### src/rtl/uart_pkg.sv
// Shared types and helpers for the configurable UART receiver.
package uart_pkg;

  typedef enum logic [2:0] {
    IDLE,
    START,
    DATA,
    PARITY,
    STOP,
    BRK_WAIT
  } rx_state_e;

  localparam int PAR_NONE = 0;
  localparam int PAR_EVEN = 1;
  localparam int PAR_ODD  = 2;

  function automatic logic maj3(input logic a, input logic b, input logic c);
    return (a & b) | (a & c) | (b & c);
  endfunction

endpackage

### src/rtl/uart_bit_sampler.sv
// Line synchroniser, per-bit cycle counter and 3-sample majority vote.
module uart_bit_sampler
  import uart_pkg::*;
#(
  parameter int CLKS_PER_BIT = 40
) (
  input  logic clk,
  input  logic rst_n,
  input  logic i_rx,
  input  logic i_restart,
  output logic o_rxs,
  output logic o_bit_valid,
  output logic o_bit_val,
  output logic o_bit_end
);

  localparam int CW   = $clog2(CLKS_PER_BIT);
  localparam int HALF = (CLKS_PER_BIT - 1) / 2;
  localparam logic [CW-1:0] C_S0  = CW'(HALF - 1);
  localparam logic [CW-1:0] C_S1  = CW'(HALF);
  localparam logic [CW-1:0] C_RES = CW'(HALF + 1);
  localparam logic [CW-1:0] C_END = CW'(CLKS_PER_BIT - 1);

  logic [1:0]    r_sync;
  logic [1:0]    r_smp;
  logic [CW-1:0] r_cnt;

  always_ff @(posedge clk or negedge rst_n) begin
    if (!rst_n) begin
      r_sync <= 2'b11;
      r_smp  <= 2'b11;
      r_cnt  <= '0;
    end else begin
      r_sync <= {r_sync[0], i_rx};
      if (i_restart || r_cnt == C_END) r_cnt <= '0;
      else                             r_cnt <= r_cnt + CW'(1);
      if (r_cnt == C_S0) r_smp[0] <= o_rxs;
      if (r_cnt == C_S1) r_smp[1] <= o_rxs;
    end
  end

  assign o_rxs = r_sync[1];
  // Third sample is the live synchronised line, so the vote resolves at HALF+1.
  assign o_bit_valid = !i_restart && (r_cnt == C_RES);
  assign o_bit_val   = maj3(r_smp[0], r_smp[1], o_rxs);
  assign o_bit_end   = (r_cnt == C_END);

endmodule

### src/rtl/uart_rx_cfg.sv
// Configurable UART receiver: frame FSM, shift register, parity and error flags.
module uart_rx_cfg
  import uart_pkg::*;
#(
  parameter int CLKS_PER_BIT = 40,
  parameter int DATA_BITS    = 8,
  parameter int PARITY_MODE  = 0,
  parameter int STOP_BITS    = 1
) (
  input  logic                 clk,
  input  logic                 rst_n,
  input  logic                 rx,
  output logic                 rx_done_tick,
  output logic [DATA_BITS-1:0] dout,
  output logic                 parity_err,
  output logic                 frame_err,
  output logic                 break_det
);

  rx_state_e            r_state, w_next;
  logic [3:0]           r_idx;
  logic [DATA_BITS-1:0] r_shift;
  logic                 r_par_err, r_stop_low, r_stop0_low;
  logic                 w_rxs, w_bit_valid, w_bit_val, w_bit_end, w_restart;
  logic                 w_last_stop, w_stop0_low, w_any_low, w_brk, w_done;

  uart_bit_sampler #(.CLKS_PER_BIT(CLKS_PER_BIT)) u_smp (
    .clk        (clk),
    .rst_n      (rst_n),
    .i_rx       (rx),
    .i_restart  (w_restart),
    .o_rxs      (w_rxs),
    .o_bit_valid(w_bit_valid),
    .o_bit_val  (w_bit_val),
    .o_bit_end  (w_bit_end)
  );

  always_ff @(posedge clk or negedge rst_n) begin
    if (!rst_n) r_state <= IDLE;
    else        r_state <= w_next;
  end

  always_comb begin
    w_next      = r_state;
    w_restart   = 1'b0;
    w_done      = 1'b0;
    w_last_stop = (r_idx == 4'(STOP_BITS - 1));
    w_stop0_low = (r_idx == 4'd0) ? !w_bit_val : r_stop0_low;
    w_any_low   = r_stop_low | !w_bit_val;
    w_brk       = (r_shift == '0) && w_stop0_low;
    case (r_state)
      IDLE: begin
        w_restart = 1'b1;
        if (!w_rxs) w_next = START;
      end
      START:
        if (w_bit_valid && w_bit_val) w_next = IDLE;
        else if (w_bit_end)           w_next = DATA;
      DATA:
        if (w_bit_end && r_idx == 4'(DATA_BITS - 1))
          w_next = (PARITY_MODE != PAR_NONE) ? PARITY : STOP;
      PARITY:
        if (w_bit_end) w_next = STOP;
      // Leave at the last stop bit's vote so a following start edge is not missed.
      STOP:
        if (w_bit_valid && w_last_stop) begin
          w_done = 1'b1;
          w_next = w_brk ? BRK_WAIT : IDLE;
        end
      BRK_WAIT: begin
        w_restart = 1'b1;
        if (w_rxs) w_next = IDLE;
      end
      default: w_next = IDLE;
    endcase
  end

  always_ff @(posedge clk or negedge rst_n) begin
    if (!rst_n) begin
      r_idx        <= '0;
      r_shift      <= '0;
      r_par_err    <= 1'b0;
      r_stop_low   <= 1'b0;
      r_stop0_low  <= 1'b0;
      rx_done_tick <= 1'b0;
      dout         <= '0;
      parity_err   <= 1'b0;
      frame_err    <= 1'b0;
      break_det    <= 1'b0;
    end else begin
      rx_done_tick <= w_done;
      case (r_state)
        IDLE, BRK_WAIT: begin
          r_idx       <= '0;
          r_par_err   <= 1'b0;
          r_stop_low  <= 1'b0;
          r_stop0_low <= 1'b0;
        end
        DATA: begin
          if (w_bit_valid) r_shift <= {w_bit_val, r_shift[DATA_BITS-1:1]};
          if (w_bit_end)
            r_idx <= (r_idx == 4'(DATA_BITS - 1)) ? 4'd0 : r_idx + 4'd1;
        end
        PARITY:
          if (w_bit_valid)
            r_par_err <= w_bit_val != ((^r_shift) ^ (PARITY_MODE == PAR_ODD));
        STOP: begin
          if (w_bit_valid) begin
            r_stop_low <= w_any_low;
            if (r_idx == 4'd0) r_stop0_low <= !w_bit_val;
          end
          if (w_bit_end) r_idx <= r_idx + 4'd1;
        end
        default: ;
      endcase
      if (w_done) begin
        dout       <= r_shift;
        parity_err <= r_par_err;
        frame_err  <= w_any_low;
        break_det  <= w_brk;
      end
    end
  end

endmodule

### config.mk
export PLATFORM = sky130hd
export DESIGN_NAME = uart_rx_cfg
export DESIGN_NICKNAME = d
export VERILOG_FILES = /design/src/rtl/uart_pkg.sv /design/src/rtl/uart_bit_sampler.sv /design/src/rtl/uart_rx_cfg.sv
export SDC_FILE = /design/constraint.sdc
export NUM_CORES = 1
export LEC_CHECK = 0
export ABC_CLOCK_PERIOD_IN_PS = 1700
export BUFFER_PORTS_ARGS = -buffer_cell sky130_fd_sc_hd__buf_2
export CORE_UTILIZATION = 40
export CTS_BUF_LIST = sky130_fd_sc_hd__clkbuf_16
export DETAILED_ROUTE_END_ITERATION = 10
export PLACE_DENSITY = 0.56
export SLEW_MARGIN = 10
export SYNTH_ARGS = -nofsm -noshare
export SYNTH_HDL_FRONTEND = slang
export SYNTH_SLANG_ARGS = --single-unit
### constraint.sdc
create_clock -name clk -period 1.7 [get_ports clk]
set_input_delay 0.085 -clock clk [delete_from_list [all_inputs] [get_ports clk]]
set_output_delay 0.085 -clock clk [all_outputs]
set_load 0.05 [all_outputs]
# Yosys cells after proc, flatten, opt, wreduce, memory -nomap -nowiden
# Index checks and enable logic that the tools add are counted.
[classes]
shifts = 0
addsub = 2
magnitude_cmp = 0
bitwise_logic = 6
div_mod_pow = 0
mux = 24
reduce_logical = 21
multipliers = 0
n_eq_ne = 21
[ops]
columns = ["cell", "count"]
rows = [
  ["two-way mux 3 bit", 8],
  ["equality test 6 x 5 -> 1 bit, second input constant", 3],
  ["one-hot mux 3 bit (6 select lines)", 1],
  ["inequality test 2 bit, second input constant", 8],
  ["two-way mux 4 bit", 3],
  ["one-hot mux 4 bit (3 select lines)", 1],
  ["zero test 8 bit", 1],
  ["XOR reduction 8 bit", 1],
  ["two-way mux 1 bit", 7],
  ["adder 6 x 1 -> 6 bit, second input constant", 1],
  ["equality test 3 x 2 -> 1 bit, second input constant", 2],
  ["equality test 3 bit, second input constant", 2],
  ["equality test 6 bit, second input constant", 1],
  ["two-way mux 6 bit", 1],
  ["one-hot mux 1 bit (2 select lines)", 3],
  ["AND reduction 2 bit", 3],
  ["AND reduction 6 bit", 1],
  ["logical AND 1 bit", 5],
  ["adder 4 x 1 -> 4 bit, second input constant", 1],
  ["equality test 4 x 3 -> 1 bit, second input constant", 1],
  ["zero test 4 bit", 1],
  ["nonzero test 2 bit", 2],
  ["bitwise AND 1 bit", 3],
  ["equality test 3 x 1 -> 1 bit, second input constant", 1],
  ["10 further kinds", 13],
]
[word_totals]
ramBits = 0
word_cells = 89
latch_bits = 0
mem_count = 0
out_inout_bits = 12
inputBits = 3
mem_bits_ro = 0
ff_bits = 40

# Longest topological paths before layout
[logic_depth]
ltp_word = 9
depth_mapped = 8
depth_no_buf = 7

# Hierarchy
# From an unflattened synthesis, not the netlist that was laid out.
[unflattened]
hier_cells = 205
hier_area_um2 = 2097.0
[by_module_without_submodules]
columns = ["mod", "instances", "cells_per_inst", "area_per_inst_um2", "seq_area_each_um2"]
rows = [
  ["uart_rx_cfg", 1, 165, 1612.8, 750.7],
  ["uart_bit_sampler", 1, 40, 484.2, 255.2],
]

# Least setup slack after synthesis
# Ideal clock, no wire load.
[synth_timing]
path_kind = "reg-to-reg"
start = "register u_smp.r_cnt[1]"
end = "register r_state[1]"
path_buffers = 0
setup_ns = 0.120
t_arrival_ns = 1.620
setup_slack_ns = -0.039
path_stages_with_launch = 7
required_ns = 1.580
cell_sequence = "dfrtp_1 ha_1 nand4b_4 or2_1 o221a_1 o21a_1 a31o_1"
[synth_between]
elab_chain_cells = 5
[synth_lines]
columns = ["element", "line_no", "source"]
rows = [
  ["from (decl)", "uart_bit_sampler.sv:26", "logic [CW-1:0] r_cnt;"],
  ["from (signal assigned)", "uart_bit_sampler.sv:36", "else r_cnt <= r_cnt + CW'(1);"],
  ["equality test 6 x 5 -> 1 bit", "uart_bit_sampler.sv:44", "assign o_bit_valid = !i_restart && (r_cnt == C_RES);"],
  ["logical AND 1 bit", "uart_bit_sampler.sv:44", ""],
  ["logical AND 1 bit, on equally long branches", "uart_rx_cfg.sv:57, uart_rx_cfg.sv:66", ""],
  ["inequality test 3 bit (no source line), or another cell as far along", "-", ""],
  ["AND reduction 6 bit (no source line) or one-hot mux 3 bit (6 select lines) (tied branches)", "-", ""],
  ["to (signal assigned)", "uart_rx_cfg.sv:40", "else r_state <= w_next;"],
  ["to (decl)", "uart_rx_cfg.sv:20", "rx_state_e r_state, w_next;"],
]
# Several ways; a longest one is shown, not always the timed one.
# A chain may end at the register's enable or synchronous reset.

# Final worst setup path
[layout_timing]
start = "register r_idx[0]"
end = "register r_state[0]"
[layout_between]
elab_chain_cells = 6
[layout_lines]
columns = ["element", "line_no", "source"]
rows = [
  ["from (decl)", "uart_rx_cfg.sv:21", "logic [3:0] r_idx;"],
  ["from (signal assigned)", "uart_rx_cfg.sv:102", "r_idx <= (r_idx == 4'(DATA_BITS - 1)) ? 4'd0 : r_idx + 4'd1;"],
  ["from (signal assigned)", "uart_rx_cfg.sv:112", "if (w_bit_end) r_idx <= r_idx + 4'd1;"],
  ["zero test 4 bit", "uart_rx_cfg.sv:47, uart_rx_cfg.sv:48", ""],
  ["two-way mux 1 bit", "-", ""],
  ["logical AND 1 bit", "uart_rx_cfg.sv:50", "w_brk = (r_shift == '0) && w_stop0_low;"],
  ["two-way mux 3 bit", "uart_rx_cfg.sv:68", "w_next = w_brk ? BRK_WAIT : IDLE;"],
  ["two-way mux 3 bit", "uart_rx_cfg.sv:66", "if (w_bit_valid && w_last_stop) begin"],
  ["one-hot mux 3 bit (6 select lines)", "uart_rx_cfg.sv:51", "case (r_state)"],
]
# Several ways; a longest one is shown, not always the timed one. The select of a mux whose other input is x is not followed.

==> impl_results.md <==
- Die Ht: roughly 75 µm
- Top cell type's share of synthesized area: 42.0%
- Worst IR Drop VDD: ~940 µV
- Share of synthesized registers carrying an async set or reset: 100%
- Hold Path Cell Cnt: 0
- Syn Area/Cell: roughly 11 µm²
- Htree depth: 2
- Top-count cell post-synth: dfrtp_1
- CP max stage cell: dfrtp_1
- Nature of the critical path startpoint: register
- Final GP Congestion: approximately 0.75
- Sw power: roughly 0.0012 W
- CTS buffer count: 5
- Internal Power: between 0.002 and 0.0025 W
- Post-layout util: a little under three fifths
- First-pass DRT Iterations: 5
- Clock power share: slightly below 30%
- Share of layout cells above drive strength 1: 37.9%
- Drt wl/cell: about 14 µm
- Area Overhead vs Synth: 33.8%
- Syn Nets: between 200 and 250
- Sequential share of power: 32.3%
- Site Rows: 26
- DRC: 0
- Post-synth EDFFs: 0
- Sw frac: roughly 34%
- Endpoints failing hold: 0
- Failing checks: setup timing
- TritonCTS clock tree: yes
- Largest net degree at the start of global routing: 41
- Vias in the first global route: around 1500
- Outcome: finished, violations left
- Cell area after synthesis: roughly 2100 µm²
- Overall global routing resource usage: between 15 and 20%
- Post-DP HPWL: around 3.0 mm
- Antenna cell count: 0
- Combinational share of power: between 30% and 40%
- Initial DRC count: 95
- Relative slew slack: between 60 and 70%
- Clock buffer depth: 2
- Die Width: around 75 µm
- Inst Count DP: ~310
- Clock latency at the later pin of the worst-skew pair: around 0.28 ns
- R2R depth: 7
- Clk Tree Root Cell: clkbuf_16
- Setup WS pre-CTS: -0.135 ns
- Clock sink total: 40
- Slew @ Worst Pin: a little over 0.5 ns
- CP bufs+invs: 1
- Min-delay src: u_smp.r_sync[0]
- Critical path required time: around 1.9 ns
- Reg2reg start: r_idx[0]
- Final nets: about 270
- Family with the most delay on the worst path: simple AND/OR/NAND/NOR gates
- Core Area: between 5000 and 6000 µm²
- Final setup viols: 11
- Setup CP Type: reg -> reg
- Initial cell density of the core: between 40% and 50%
- Final setup margin: -0.0890 ns
- Total Power: roughly 0.0036 W
- Via count: approximately 1600
- Critical Path Sink Type: register
- Distinct cells, synth: 50
- Sequential share of the synthesized area: a little under half
- Final setup TNS: -0.357 ns
- Max Clk Rate: roughly 560 MHz
- Prevailing post-synth register cell: dfrtp_1
- Mapped Cells: between 200 and 250
- Most frequent cells after synthesis: dfrtp_1 (36), nand2_1 (24), inv_1 (16)
- CP max stage delay: 0.39 ns
- Setup Skew: roughly 0.0038 ns
- Final non-filler cell total: 326
- Max_cap viols: 0
- GR Overflow Total: 0
- Reg clk slew, reported paths: ~0.060 ns
- Post-route ant nets: 0
- Ys Warns: 0
- First-pass GRT wire length: 7.22 mm
- # port buffers: 14
- Dominant cell type by area after synthesis: dfrtp_1
- Unrepaired setup endpoints after global routing: yes
- Min Clock Period, post-route: about 1.8 ns
- Initial antenna violation count: 0
- Hold Crit Class: reg -> reg
- P_leak: 1.37 nW
- Final Slew Violations: 0
- Arr. time, crit path: 1.99 ns
- Synth area leaders: dfrtp_1 (42%), mux2_1 (5.8%), ha_1 (5.2%), dfstp_2 (4.9%), nand2_1 (4.2%)
- CP max FO: 4
- Boundary Pins: 15
- Power per cell area: 1240 nW/µm²
- Worst path cell trace: inv_1 -> ha_1 -> nor3b_4 -> nand4_1 -> o211a_1 -> nor3_4 -> mux2i_1
- Tcrit/Tclk final: 105%
- Number of vias per cell: 4.97
- Stages on the worst setup path: 7
- #FFs+latches synth: 40
- Die ar.: between 5000 and 6000 µm²
- WL final: between 4 and 5 mm
- Critical path startpoint: r_idx[0]
==> path summary, 6_finish.rpt <==
| path | endpoint | slack (ns) |
|---|---|---|
| worst min register to register | u_smp.r_sync[1] | 0.36 |
| worst max-delay path | r_state[0] | -0.09 |
| worst min-delay path | u_smp.r_sync[1] | 0.36 |
| worst max register to register | r_state[0] | -0.09 |
| max in group asynchronous | u_smp.r_cnt[1] | 0.92 |
| min in group asynchronous | dout[5] | 0.40 |
==> metal layers <==
metal | global-route usage (%) | part of all wire [%] | vias to the layer above
li1 | - | - | 803
met1 | 25.1 | 51 | 791
met2 | 25.9 | 44 | 18
met3 | 3.75 | 2.8 | 7
met4 | 5.56 | 1.7 | 0
met5 | 0 | 0 | -
==> placed cells by master, fill, tap and decap left out, types with 4 or more instances in the layout <==
cell       synthesis  routed
buf_6              2       4
dfrtp_1           36      35
nor2_1            12      10
nand4_1            4       4
dfstp_2            4       4
clkbuf_16          0       6
inv_1             16      16
ha_1               9       7
buf_2              1      14
nor2b_1            7       7
buf_4              3      30
nor3_1             6       4
xnor2_1            7       4
o21ai_1           12      13
mux2_4             0       8
nand2_1           24      24
==> state kept, by name, indices dropped and copies added (netlist names), 2 cells and up <==
register / flops
dout: 8
r_shift: 8
u_smp.r_cnt: 6
r_idx: 4
r_state: 3
u_smp.r_smp: 2
u_smp.r_sync: 2
==> logic make-up after synthesis <==
kind of cell             count (synthesis)  synth area share, %
buffers and inverters                   25                 5.65
XOR/XNOR                                 9                 3.67
AO/OA/AOI/OAI                           35                 11.9
adder cells (fa/ha/maj)                 10                 5.77
multiplexers                            14                 7.17
AND/OR/NAND/NOR                         71                 18.9
flip-flops                              40                 46.9
==> cell type report <==
type                       count  area, µm²
clock buffer                   5        125
sequential                    40       1010
fill                         471       2270
multi-input combinational    139       1140
inverter                      17       63.8
tap                           70       87.6
timing repair buffer          52        405
clock inverter                 3       42.5
==> power groups by stage <==
stage	registers (W)	logic, W	clock network, W
floorplan	0.00116	0.000839	0
global placement	0.00116	0.00122	0
detailed placement	0.00117	0.00122	0
CTS	0.00115	0.00128	0.00108
global route	0.00116	0.00148	0.00113
finish	0.00115	0.00136	0.00106
==> per-stage QoR <==
step | hold slack, ns | instance area (µm²)
global route | 0.357 | 2870
CTS | 0.356 | 2750
floorplan | -0.211 | 2160
finish | 0.355 | 2870
detailed placement | 0.179 | 2490
global placement | 0.181 | 2490
==> what timing repair did <==
item,CTS,global route
setup endpoints to repair,14,22
cloned,1,1
hold endpoints to repair,37,0
pin swaps,6,11
gates resized for setup,15,18
hold buffers,2,0
setup buffers,2,3
Note: power is estimated with default switching activity, not from simulation.
